File: src/rtl/exec_pkg.sv
// rtl/exec_pkg.sv - encodings and FSM state type shared by the execute stage
package exec_pkg;

    localparam logic [3:0] ALU_ADD  = 4'b0000;
    localparam logic [3:0] ALU_SUB  = 4'b1000;
    localparam logic [3:0] ALU_AND  = 4'b0111;
    localparam logic [3:0] ALU_OR   = 4'b0110;
    localparam logic [3:0] ALU_XOR  = 4'b0100;
    localparam logic [3:0] ALU_PASS = 4'b0011;
    localparam logic [3:0] ALU_SLL  = 4'b0001;
    localparam logic [3:0] ALU_SRL  = 4'b0101;
    localparam logic [3:0] ALU_SRA  = 4'b1101;
    localparam logic [3:0] ALU_SLT  = 4'b0010;
    localparam logic [3:0] ALU_SLTU = 4'b1010;

    localparam logic [2:0] BR_NONE = 3'b000;
    localparam logic [2:0] BR_JAL  = 3'b001;
    localparam logic [2:0] BR_JALR = 3'b010;
    localparam logic [2:0] BR_RSV  = 3'b011;
    localparam logic [2:0] BR_BEQ  = 3'b100;
    localparam logic [2:0] BR_BNE  = 3'b101;
    localparam logic [2:0] BR_BLT  = 3'b110;
    localparam logic [2:0] BR_BGE  = 3'b111;

    localparam logic [1:0] BSEL_RS2  = 2'b00;
    localparam logic [1:0] BSEL_IMM  = 2'b01;
    localparam logic [1:0] BSEL_FOUR = 2'b10;
    localparam logic [1:0] BSEL_ZERO = 2'b11;

    localparam logic [2:0] MD_MUL    = 3'b000;
    localparam logic [2:0] MD_MULH   = 3'b001;
    localparam logic [2:0] MD_MULHSU = 3'b010;
    localparam logic [2:0] MD_MULHU  = 3'b011;
    localparam logic [2:0] MD_DIV    = 3'b100;
    localparam logic [2:0] MD_DIVU   = 3'b101;
    localparam logic [2:0] MD_REM    = 3'b110;
    localparam logic [2:0] MD_REMU   = 3'b111;

    typedef enum logic [1:0] {S_IDLE, S_CALC, S_DONE} state_t;

endpackage

File: src/rtl/exec_muldiv.sv
// rtl/exec_muldiv.sv - iterative RV32M multiplier/divider, one bit per cycle on magnitudes
module exec_muldiv
    import exec_pkg::*;
#(
    parameter int XLEN = 32
) (
    input  logic            clk,
    input  logic            rst,
    input  logic            start,
    input  logic            kill,
    input  logic [2:0]      op,
    input  logic [XLEN-1:0] a,
    input  logic [XLEN-1:0] b,
    output logic            special,
    output logic [XLEN-1:0] special_res,
    output logic            busy,
    output logic            done,
    output logic [XLEN-1:0] res
);
    localparam int CW = $clog2(XLEN);
    localparam logic [XLEN-1:0] MIN_INT = {1'b1, {(XLEN-1){1'b0}}};

    logic              a_signed, b_signed, a_neg, b_neg;
    logic [XLEN-1:0]   a_mag, b_mag;
    logic              div_zero, div_ovf;
    logic [2*XLEN-1:0] acc, acc_next, prod;
    logic [XLEN-1:0]   divisor;
    logic [CW-1:0]     cnt;
    logic [2:0]        op_q;
    logic              neg_p, neg_r;
    logic [XLEN:0]     mul_sum, shifted, diff;
    logic              div_ok;
    logic [XLEN-1:0]   quo, rmd;

    assign done = busy && (cnt == CW'(XLEN - 1));

    // operand signedness, magnitudes and the two divide corner cases resolved at accept
    always_comb begin
        a_signed = op[2] ? ~op[0] : (op[1:0] != 2'b11);
        b_signed = op[2] ? ~op[0] : ~op[1];
        a_neg    = a_signed & a[XLEN-1];
        b_neg    = b_signed & b[XLEN-1];
        a_mag    = a_neg ? -a : a;
        b_mag    = b_neg ? -b : b;
        div_zero = op[2] && (b == '0);
        div_ovf  = op[2] && !op[0] && (a == MIN_INT) && (b == '1);
        special  = div_zero | div_ovf;
        if (div_zero) special_res = op[1] ? a : '1;
        else          special_res = op[1] ? '0 : a;
    end

    // one shift-add or restoring-divide step, plus sign correction of the would-be final value
    always_comb begin
        mul_sum = {1'b0, acc[2*XLEN-1:XLEN]} + (acc[0] ? {1'b0, divisor} : '0);
        shifted = {acc[2*XLEN-1:XLEN], acc[XLEN-1]};
        diff    = shifted - {1'b0, divisor};
        div_ok  = ~diff[XLEN];
        if (op_q[2]) acc_next = {div_ok ? diff[XLEN-1:0] : shifted[XLEN-1:0], acc[XLEN-2:0], div_ok};
        else         acc_next = {mul_sum, acc[XLEN-1:1]};
        prod = neg_p ? -acc_next : acc_next;
        quo  = acc_next[XLEN-1:0];
        rmd  = acc_next[2*XLEN-1:XLEN];
        case (op_q)
            MD_MUL:                       res = prod[XLEN-1:0];
            MD_MULH, MD_MULHSU, MD_MULHU: res = prod[2*XLEN-1:XLEN];
            MD_DIV, MD_DIVU:              res = neg_p ? -quo : quo;
            default:                      res = neg_r ? -rmd : rmd;
        endcase
    end

    // operand load on start, then XLEN iterations; kill abandons the operation
    always_ff @(posedge clk or posedge rst) begin
        if (rst) begin
            busy    <= 1'b0;
            cnt     <= '0;
            acc     <= '0;
            divisor <= '0;
            op_q    <= MD_MUL;
            neg_p   <= 1'b0;
            neg_r   <= 1'b0;
        end else if (kill) begin
            busy <= 1'b0;
            cnt  <= '0;
        end else if (start) begin
            busy    <= 1'b1;
            cnt     <= '0;
            acc     <= {{XLEN{1'b0}}, a_mag};
            divisor <= b_mag;
            op_q    <= op;
            neg_p   <= a_neg ^ b_neg;
            neg_r   <= a_neg;
        end else if (busy) begin
            acc <= acc_next;
            cnt <= cnt + CW'(1);
            if (done) busy <= 1'b0;
        end
    end

endmodule

File: src/rtl/exec_unit_mc.sv
// rtl/exec_unit_mc.sv - multi-cycle execute stage; EXEC_MULDIV_EN builds the RV32M path
module exec_unit_mc
    import exec_pkg::*;
#(
    parameter int XLEN = 32
) (
    input  logic            clk,
    input  logic            rst,
    input  logic            in_valid,
    output logic            in_ready,
    input  logic            flush,
    input  logic [XLEN-1:0] pc,
    input  logic [XLEN-1:0] rs1,
    input  logic [XLEN-1:0] rs2,
    input  logic [XLEN-1:0] imm,
    input  logic            alua_src,
    input  logic [1:0]      alub_src,
    input  logic [3:0]      alu_ctr,
    input  logic [2:0]      branch,
    input  logic            br_unsigned,
    input  logic            md_en,
    input  logic [2:0]      md_op,
    output logic            out_valid,
    input  logic            out_ready,
    output logic [XLEN-1:0] result,
    output logic [XLEN-1:0] next_pc,
    output logic            taken,
    output logic            illegal
);
    localparam int SW = $clog2(XLEN);

    state_t          state, next_state;
    logic            accept, load_single;
    logic [XLEN-1:0] op_a, op_b, alu_res, pc4, pc_imm, br_tgt, single_res;
    logic [SW-1:0]   shamt;
    logic            eq, lt, br_taken;

    assign in_ready  = (state == S_IDLE) || ((state == S_DONE) && out_ready);
    assign out_valid = (state == S_DONE);
    assign accept    = in_valid && in_ready && !flush;

`ifdef EXEC_MULDIV_EN
    logic            md_special, md_busy, md_done, start_md;
    logic [XLEN-1:0] md_special_res, md_res;

    exec_muldiv #(.XLEN(XLEN)) u_muldiv (
        .clk         (clk),
        .rst         (rst),
        .start       (start_md),
        .kill        (flush),
        .op          (md_op),
        .a           (rs1),
        .b           (rs2),
        .special     (md_special),
        .special_res (md_special_res),
        .busy        (md_busy),
        .done        (md_done),
        .res         (md_res)
    );

    assign illegal    = 1'b0;
    assign single_res = md_en ? md_special_res : alu_res;
`else
    logic unused_md;
    assign unused_md  = ^md_op;
    assign single_res = md_en ? '0 : alu_res;

    // M ops have no hardware in this build and are flagged instead
    always_ff @(posedge clk or posedge rst) begin
        if (rst)         illegal <= 1'b0;
        else if (accept) illegal <= md_en;
    end
`endif

    // operand select and single-cycle ALU
    always_comb begin
        op_a = alua_src ? pc : rs1;
        case (alub_src)
            BSEL_RS2:  op_b = rs2;
            BSEL_IMM:  op_b = imm;
            BSEL_FOUR: op_b = XLEN'(4);
            default:   op_b = '0;
        endcase
        shamt = op_b[SW-1:0];
        case (alu_ctr)
            ALU_ADD:  alu_res = op_a + op_b;
            ALU_SUB:  alu_res = op_a - op_b;
            ALU_AND:  alu_res = op_a & op_b;
            ALU_OR:   alu_res = op_a | op_b;
            ALU_XOR:  alu_res = op_a ^ op_b;
            ALU_PASS: alu_res = op_b;
            ALU_SLL:  alu_res = op_a << shamt;
            ALU_SRL:  alu_res = op_a >> shamt;
            ALU_SRA:  alu_res = $signed(op_a) >>> shamt;
            ALU_SLT:  alu_res = {{(XLEN-1){1'b0}}, $signed(op_a) < $signed(op_b)};
            ALU_SLTU: alu_res = {{(XLEN-1){1'b0}}, op_a < op_b};
            default:  alu_res = '0;
        endcase
    end

    // branch/jump target and redirect flag; conditional branches pick pc+imm or pc+4
    always_comb begin
        pc4      = pc + XLEN'(4);
        pc_imm   = pc + imm;
        eq       = (op_a == op_b);
        lt       = br_unsigned ? (op_a < op_b) : ($signed(op_a) < $signed(op_b));
        br_taken = 1'b0;
        case (branch)
            BR_JAL:  br_taken = 1'b1;
            BR_JALR: br_taken = 1'b1;
            BR_BEQ:  br_taken = eq;
            BR_BNE:  br_taken = ~eq;
            BR_BLT:  br_taken = lt;
            BR_BGE:  br_taken = ~lt;
            default: br_taken = 1'b0;
        endcase
        if (branch == BR_JALR) br_tgt = (rs1 + imm) & {{(XLEN-1){1'b1}}, 1'b0};
        else if (br_taken)     br_tgt = pc_imm;
        else                   br_tgt = pc4;
    end

    // state register
    always_ff @(posedge clk or posedge rst) begin
        if (rst) state <= S_IDLE;
        else     state <= next_state;
    end

    // next state; flush overrides everything including a same-cycle accept
    always_comb begin
        next_state  = state;
        load_single = 1'b0;
`ifdef EXEC_MULDIV_EN
        start_md    = 1'b0;
`endif
        case (state)
            S_IDLE, S_DONE: begin
                if (accept) begin
`ifdef EXEC_MULDIV_EN
                    if (md_en && !md_special) begin
                        next_state = S_CALC;
                        start_md   = 1'b1;
                    end else
`endif
                    begin
                        next_state  = S_DONE;
                        load_single = 1'b1;
                    end
                end else if ((state == S_DONE) && out_ready) begin
                    next_state = S_IDLE;
                end
            end
`ifdef EXEC_MULDIV_EN
            S_CALC: begin
                if (md_done)       next_state = S_DONE;
                else if (!md_busy) next_state = S_IDLE;
            end
`endif
            default: next_state = S_IDLE;
        endcase
        if (flush) next_state = S_IDLE;
    end

    // registered outputs: next_pc/taken fixed at accept, result when it becomes known
    always_ff @(posedge clk or posedge rst) begin
        if (rst) begin
            result  <= '0;
            next_pc <= '0;
            taken   <= 1'b0;
        end else if (accept) begin
            next_pc <= md_en ? pc4 : br_tgt;
            taken   <= md_en ? 1'b0 : br_taken;
            if (load_single) result <= single_res;
        end
`ifdef EXEC_MULDIV_EN
        else if ((state == S_CALC) && md_done && !flush) begin
            result <= md_res;
        end
`endif
    end

endmodule

File: config.mk
export PLATFORM = sky130hd
export DESIGN_NAME = exec_unit_mc
export DESIGN_NICKNAME = d
export VERILOG_FILES = /design/src/rtl/exec_pkg.sv /design/src/rtl/exec_muldiv.sv /design/src/rtl/exec_unit_mc.sv
export SDC_FILE = /design/constraint.sdc
export NUM_CORES = 1
export LEC_CHECK = 0
export CAP_MARGIN = 20
export CELL_PAD_IN_SITES_DETAIL_PLACEMENT = 1
export CELL_PAD_IN_SITES_GLOBAL_PLACEMENT = 1
export CORE_MARGIN = 2
export CORE_UTILIZATION = 46
export CTS_BUF_LIST = sky130_fd_sc_hd__clkbuf_4 sky130_fd_sc_hd__clkbuf_8
export CTS_CLUSTER_DIAMETER = 80
export CTS_CLUSTER_SIZE = 25
export DETAILED_ROUTE_END_ITERATION = 7
export PLACE_DENSITY = 0.95
export SLEW_MARGIN = 20
export SYNTH_ARGS = -nofsm -noshare
export SYNTH_HDL_FRONTEND = slang
export SYNTH_SLANG_ARGS = --single-unit
File: constraint.sdc
create_clock -name clk -period 3.9 [get_ports clk]
set_clock_uncertainty 0.1 [all_clocks]
set_input_delay 0.975 -clock clk [delete_from_list [all_inputs] [get_ports clk]]
set_output_delay 0.975 -clock clk [all_outputs]
set_load 0.01 [all_outputs]
==> run metrics, run 1 <==
largest family of logic cells by synthesized area=compound AO/OA/AOI/OAI gates; share of synthesized cell area in full adder, half adder and majority cells=0.128; row count=68; share of cell area taken by muxes after synthesis=0.129; IO buf count=212; top cell type's share of synthesized area=0.123; total number of yosys warnings=0; fraction of the mapped netlist area in compound gates=0.319; cell taking the most area after synthesis=sky130_fd_sc_hd__ha_1; most area-consuming cells after synthesis=sky130_fd_sc_hd__ha_1, sky130_fd_sc_hd__dfrtp_1, sky130_fd_sc_hd__a21oi_1; DP Wirelength=104000 µm; run status=did not finish; synthesized area per cell=7.33 µm²; Mapped Cells=2204; simple-gate share of the synthesized area=0.198; post-synthesis async set-or-reset flop share=1.00; number of flops mapped to enable cells by yosys=0; stage where the flow stopped=3_5_place_dp; xor/xnor cell area share of the yosys netlist=0.0602; Initial Utilization=0.468; error that stopped the run=[ERROR DPL-0033] detailed placement checks failed during check placement.; Synth Flop Type=sky130_fd_sc_hd__dfrtp_1; synth unique cells=89; summed instance area of the synthesized netlist=0.0161 mm²; Die Span Y=191 µm; width of the chip=191 µm; weighted congestion reported at the end of routability-driven placement=1.21; most frequent cells after synthesis=sky130_fd_sc_hd__nor2_1, sky130_fd_sc_hd__a21oi_1, sky130_fd_sc_hd__nand2_1; Seq cells post-synth=67; top-count cell post-synth=sky130_fd_sc_hd__nor2_1; proportion of synthesized chip area in sequential cells=0.104; I/O pin total=216; total nets after synthesis=2515
## kinds of logic after synthesis
| group | Yosys count |
|---|---|
| adder cells (fa/ha/maj) | 163 |
| AND/OR/NAND/NOR | 674 |
| buffers and inverters | 247 |
| flip-flops | 67 |
| AO/OA/AOI/OAI | 792 |
| multiplexers | 150 |
| XOR/XNOR | 111 |
## metrics by stage
step                    hold WS, ps  setup WS, ps  setup TNS [ps]  cells  instance area [µm²]
after global placement          363         -1030          -50220   3411                23900
after floorplan                 415          -967          -27090   2204                16800
==> inputs of run 2 (changes only) <==
- CELL_PAD_IN_SITES_DETAIL_PLACEMENT: 1 -> unset
- CELL_PAD_IN_SITES_GLOBAL_PLACEMENT: 1 -> unset
- CORE_UTILIZATION: 46 -> 37
- CTS_BUF_LIST: sky130_fd_sc_hd__clkbuf_4 sky130_fd_sc_hd__clkbuf_8 -> unset
- CTS_CLUSTER_DIAMETER: 80 -> unset
- CTS_CLUSTER_SIZE: 25 -> unset
- PLACE_DENSITY: 0.95 -> unset
- PLACE_DENSITY_LB_ADDON: unset -> 0.15
==> run metrics, run 2 <==
Max Buffers Root-to-Sink=2; total number of yosys warnings=0 (unchanged); Vias=22200; synthesized area per cell=7.33 µm² (unchanged); residual DRC count=0; number of sinks driven by the clock tree=67; row count=76 (+12%); violated checks=setup timing; IO buf count=212 (unchanged); relative area change from synthesis to final layout=71.4%; post-synthesis async set-or-reset flop share=1.00 (unchanged); I/O pin total=216 (unchanged); diode insertion count for antenna repair=0; top-count cell post-synth=sky130_fd_sc_hd__nor2_1; Setup CP Type=in -> reg; FILL cells=3819; violation count after the first detailed-routing iteration=2304; Initial Utilization=0.375 (-0.0926); most frequent standard cell in the layout excluding fill and tap cells=sky130_fd_sc_hd__buf_4; Layout Utilization=0.643; power density cells=246 mW/mm²; aggregate global-route resource usage=0.401; Critical Path End Type=flip-flop; power share of the sequential group=0.126; share of final-layout standard cells stronger than drive strength 1=0.394; worst-skew pair later-pin latency=390 ps; number of antenna violations at the first check in global routing=0; post-cts hold buffer count=0; DRT antenna net count=0; Crit Path Max Fanout=7; setup violation total in the final timing report=54; detail-routed via count per cell=5.99; finished layout cell area=0.0277 mm²; Synth Flop Type=sky130_fd_sc_hd__dfrtp_1; switching part of the total power=0.448; clock network fraction of design power=0.135; most area-consuming cells after synthesis=sky130_fd_sc_hd__ha_1, sky130_fd_sc_hd__dfrtp_1, sky130_fd_sc_hd__a21oi_1; pre-CTS setup slack=-1160 ps; type of the most critical hold path=reg -> reg; First-pass DRT Iterations=5; global-route congestion overflow total=0; required time of the worst setup path=4080 ps; total die area=0.0453 mm²; Die Span Y=213 µm (+11%); largest registers ranked by flip-flop count=next_pc (32), result (32); synth unique cells=89 (unchanged); Core Box Area=0.0431 mm²; worst max-slew margin expressed relative to the limit=0.418; fraction of the cycle the final worst path needs=1.12; top cell type's share of synthesized area=0.123 (unchanged); summed instance area of the synthesized netlist=0.0161 mm² (unchanged); count of maximum capacitance violations=0; weighted congestion reported at the end of routability-driven placement=1.03 (-15%); number of flops mapped to enable cells by yosys=0 (unchanged); total clock buffers created by CTS=9; Worst IR Drop VDD=0.225 mV; measured slew at the worst slew-check pin=863 ps; DP Wirelength=73700 µm (-29%); total nets after synthesis=2515 (unchanged); clock-pin transition on the worst setup and hold timing paths=60 ps; WP data arrival=4560 ps; unrepaired setup endpoints after global routing=true; maximum level of the CTS H-tree=3; CTS tree=yes; cell area reported after detailed placement=0.0246 mm²; final number of hold-violating endpoints=0; vias in the first global route=21500; min cycle time layout=4380 ps; final count of pins violating max slew=0; most frequent cells after synthesis=sky130_fd_sc_hd__nor2_1, sky130_fd_sc_hd__a21oi_1, sky130_fd_sc_hd__nand2_1; CTS root buffer=sky130_fd_sc_hd__clkbuf_16; Mapped Cells=2204 (unchanged); cell taking the most area after synthesis=sky130_fd_sc_hd__ha_1; Seq cells post-synth=67 (unchanged); drt wl/cell=25.1 µm; most frequent cells in the layout=sky130_fd_sc_hd__buf_4, sky130_fd_sc_hd__nor2_1, sky130_fd_sc_hd__a21oi_1; final net count=3421; run status=finished with violations; Combinational Power Share=0.739; startpoint kind of the worst setup timing path=input pin; switching pwr=3050 µW; Int Pwr=3760 µW; wire length of the first global-routing pass=135000 µm; final worst-path setup slack=-476 ps; leakage power=0.0122 µW; largest net degree at the start of global routing=75; f_max=229 MHz; proportion of synthesized chip area in sequential cells=0.104 (unchanged); Routed Wire Length=92800 µm; width of the chip=213 µm (+11%)
==> run 2: cell counts after synthesis <==
Identical to the previous run, type by type.
==> run 2: power groups by stage <==
stage / Sequential (µW) / Combinational (µW) / Clock [µW]
floorplan: 897 / 2070 / 0
global placement: 871 / 4260 / 0
detailed placement: 868 / 4280 / 0
CTS: 859 / 4640 / 927
global route: 870 / 5290 / 951
finish: 862 / 5030 / 917
==> run 2: critical path, cell delays in order <==
cell	delay, ps
sky130_fd_sc_hd__clkdlybuf4s50_1	500
sky130_fd_sc_hd__mux2i_2	360
sky130_fd_sc_hd__buf_4	210
sky130_fd_sc_hd__inv_1	60
sky130_fd_sc_hd__ha_1	220
sky130_fd_sc_hd__a21oi_1	260
sky130_fd_sc_hd__o31ai_2	140
sky130_fd_sc_hd__a22oi_2	200
sky130_fd_sc_hd__o2111ai_2	210
sky130_fd_sc_hd__and3_4	230
sky130_fd_sc_hd__or3_4	400
sky130_fd_sc_hd__buf_12	170
sky130_fd_sc_hd__buf_8	140
sky130_fd_sc_hd__a31oi_4	200
sky130_fd_sc_hd__o221ai_4	140
sky130_fd_sc_hd__o21a_1	130
==> run 2: logic make-up after synthesis <==
| logic type | synth area share |
|---|---|
| adder cells (fa/ha/maj) | 0.128 |
| AND/OR/NAND/NOR | 0.198 |
| buffers and inverters | 0.0617 |
| XOR/XNOR | 0.0602 |
| AO/OA/AOI/OAI | 0.319 |
| flip-flops | 0.104 |
| multiplexers | 0.129 |
==> run 2: routing by layer <==
layer / up-vias / part of all wire / global-route usage
li1: 10100 / - / -
met1: 10600 / 0.41 / 0.530
met2: 1222 / 0.44 / 0.637
met3: 272 / 0.086 / 0.0622
met4: 0 / 0.059 / 0.198
met5: - / 0 / 0
==> run 2: layout make-up <==
type / count / area, µm² / area share
Inverter: 108 / 412 / 0.0149
Multi-Input combinational cell: 1890 / 15700 / 0.567
Timing Repair Buffer: 1034 / 8870 / 0.320
Clock buffer: 12 / 267 / 0.00963
Tap cell: 585 / 732 / 0.0264
Sequential cell: 67 / 1680 / 0.0606
Clock inverter: 2 / 35.0 / 0.00127
==> run 2: repair_timing <==
action	4_1_cts	5_1_grt
gates cloned	5	0
gates resized for setup	275	213
setup buffers	49	43
setup endpoints to repair	65	64
pin swaps	81	104
==> run 2: stage by stage <==
stage | cells | hold WS [ps] | power (µW) | setup TNS [ps]
floorplan | 2204 | 415 | 2970 | -27090
global placement | 3606 | 364 | 5130 | -57840
detailed placement | 3606 | 365 | 5150 | -60390
finish | 3698 | 374 | 6810 | -17450
CTS | 3669 | 378 | 6430 | -15640
global route | 3698 | 404 | 7110 | -21690
==> run 2: path summary, 6_finish.rpt <==
check                                          end             startpoint  cells after the start  slack (ps)
setup / recovery            next_pc[8]$_DFFE_PP0P_                 pc[24]                     16        -480
hold / removal               result[8]$_DFFE_PP0P_  result[8]$_DFFE_PP0P_                      1         370
setup reg to reg            result[20]$_DFFE_PP0P_   state[1]$_DFFE_PP0P_                     10        1010
hold reg to reg              result[8]$_DFFE_PP0P_  result[8]$_DFFE_PP0P_                      1         370
max in group asynchronous  next_pc[10]$_DFFE_PP0P_                    rst                      3        2110
min in group asynchronous   result[27]$_DFFE_PP0P_                    rst                      2         880
No activity file was read; power rests on OpenSTA's default activity.
==> inputs of run 3 (changes only) <==
- CORE_MARGIN: 2 -> 1
==> run metrics, run 3 (synthesis results as in run 2) <==
run status=finished with violations; violated checks=setup timing; WP data arrival=4600 ps (+40 ps); unrepaired setup endpoints after global routing=true; final worst-path setup slack=-469 ps (+6.10 ps); met3 usage in global routing=0.0775 (+0.0152); Max Buffers Root-to-Sink=2 (unchanged); Hold Startpoint=result[5]$_DFFE_PP0P_; worst-skew pair later-pin latency=400 ps (about the same); Vias=22400 (+0.89%); maximum level of the CTS H-tree=3 (unchanged); final net count=3425 (+0.12%); residual DRC count=0 (unchanged); highest-utilization routing layer at the global route stage=met2; drt wl/cell=25.3 µm (+0.90%); most numerous cell on the critical path=sky130_fd_sc_hd__buf_4; wire length of the first global-routing pass=136000 µm (+0.72%); First-pass DRT Iterations=6 (+1); setup violation total in the final timing report=54 (unchanged); cell area reported after detailed placement=0.0246 mm² (+0.17%); launch point of the worst path=rs2[14]; met2 Usage GRT=0.653 (+0.0160); detail-routed via count per cell=6.04 (+0.75%); diode insertion count for antenna repair=0 (unchanged); chain of cells forming the critical path=clkdlybuf4s50_1 > mux2i_4 > nor2_4 > inv_2 > ha_4 > or4b_4 > buf_6 > nor4_4 > buf_4 > a21boi_4 > nand2_1 > o21ai_2 > buf_4 > a211oi_4 > buf_4 > o31a_1 > buf_12 > nand2_8 > o32a_1 > a21oi_2; power density cells=246 mW/mm² (+0.12%); most frequent standard cell in the layout excluding fill and tap cells=sky130_fd_sc_hd__buf_4; FILL cells=3771 (-1.3%); worst hold margin=376 ps (+2.38 ps); worst max-slew margin expressed relative to the limit=0.392 (-0.0252); GR Layer Usage met1=0.527 (-0.00298); aggregate global-route resource usage=0.411 (+0.00966); DP Wirelength=74400 µm (+0.88%); Worst IR Drop VDD=0.222 mV (-1.2%); width of the chip=211 µm (-0.94%); leakage power=0.0123 µW (+0.61%); Setup CP Type=in -> reg; global-route congestion overflow total=0 (unchanged); fraction of the cycle the final worst path needs=1.12 (-0.00156); finished layout cell area=0.0278 mm² (+0.54%); Initial Utilization=0.375 (unchanged); measured slew at the worst slew-check pin=908 ps (+45.4 ps); IO buf count=212 (unchanged); CTS root buffer=sky130_fd_sc_hd__clkbuf_16; largest net degree at the start of global routing=75 (unchanged); largest registers ranked by flip-flop count=next_pc (32), result (32); delay of the slowest critical-path stage=520 ps (+20 ps); startpoint kind of the worst setup timing path=input pin; vias in the first global route=21800 (+1.3%); type of the most critical hold path=reg -> reg; required time of the worst setup path=4130 ps (+50 ps); f_max=229 MHz (+0.14%); clock-pin transition on the worst setup and hold timing paths=70 ps (about the same); final count of pins violating max slew=0 (unchanged); number of sinks driven by the clock tree=67 (unchanged); violation count after the first detailed-routing iteration=2580 (+12%); master of the slowest instance on the critical path=sky130_fd_sc_hd__or4b_4; Die Span Y=211 µm (-0.94%); total die area=0.0445 mm² (-1.9%); Design Power=6860 µW (+0.66%); setup slack of the worst register-to-register path=910 ps (-100 ps); final number of hold-violating endpoints=0 (unchanged); weighted congestion reported at the end of routability-driven placement=1.06 (+2.7%); startpoint of the most critical register-to-register path=state[1]$_DFFE_PP0P_; row count=76 (unchanged); number of antenna violations at the first check in global routing=0 (unchanged); CTS tree=yes; Core Box Area=0.0431 mm² (unchanged); relative area change from synthesis to final layout=72.3%; Critical Path End Type=flip-flop; most frequent cells in the layout=sky130_fd_sc_hd__buf_4, sky130_fd_sc_hd__nor2_1, sky130_fd_sc_hd__nand2_1; count of maximum capacitance violations=0 (unchanged); share of final-layout standard cells stronger than drive strength 1=0.403 (+0.00835); Crit Path Max Fanout=6 (-1); I/O pin total=216 (unchanged); DRT antenna net count=0 (unchanged); Routed Wire Length=93800 µm (+1.0%); total clock buffers created by CTS=9 (unchanged); min cycle time layout=4370 ps (-6.10 ps)
-- run 3: area by class of cell --
cell class	instances	area (µm²)	area share
clock inverters	2	35.0	0.00126
inverters	108	417	0.0150
flip-flops and latches	67	1680	0.0602
clock buffers	13	260	0.00935
repair buffers	1038	8890	0.320
multi-input cells	1890	15800	0.568
well taps	585	732	0.0263
-- run 3: final timing paths --
| kind | end | cells past startpoint |
|---|---|---|
| min in group asynchronous | result[23]$_DFFE_PP0P_ | 2 |
| max reg2reg | result[14]$_DFFE_PP0P_ | 9 |
| max in group asynchronous | next_pc[4]$_DFFE_PP0P_ | 3 |
| min | result[5]$_DFFE_PP0P_ | 2 |
| min reg2reg | result[5]$_DFFE_PP0P_ | 2 |
| max | next_pc[27]$_DFFE_PP0P_ | 20 |
-- run 3: through the flow --
| stage | std cells | utilization | setup WS [ps] | TNS [ps] |
|---|---|---|---|---|
| 6_report | 3703 | 0.646 | -469 | -16410 |
| 3_5_place_dp | 3615 | 0.572 | -1260 | -60650 |
| 2_1_floorplan | 2204 | - | -967 | -27090 |
| 5_1_grt | 3703 | 0.646 | -617 | -23080 |
| 4_1_cts | 3684 | 0.622 | -427 | -13950 |
| 3_3_place_gp | 3615 | 0.572 | -1240 | -57860 |
-- run 3: critical path: cells and delay by family --
family / cells / cell delay (ps)
adders and majority gates: 1 / 200
buffers and inverters: 7 / 1310
AOI/OAI and AO/OA: 6 / 990
muxes: 1 / 260
and+or+nand+nor: 5 / 870
-- run 3: what timing repair did --
| item | CTS | global route |
|---|---|---|
| hold buffers | 0 | 0 |
| buffers inserted | 59 | 29 |
| gates resized for setup | 316 | 199 |
| pin swaps | 126 | 118 |
| cloned | 5 | 2 |
| setup endpoints to repair | 65 | 65 |
-- run 3: power by group --
group / total [µW] / switching (µW) / internal [µW] / leakage (µW)
Combinational: 5070 / 2620 / 2450 / 0.0113
Sequential: 874 / 83.3 / 791 / 0.000845
Clock: 910 / 384 / 526 / 0.000146
-- run 3: layer usage --
metal  wire, µm  vias up
li1           -    10100
met1      38000    10700
met2      42100     1238
met3       8020      296
met4       5690        0
met5          0        -
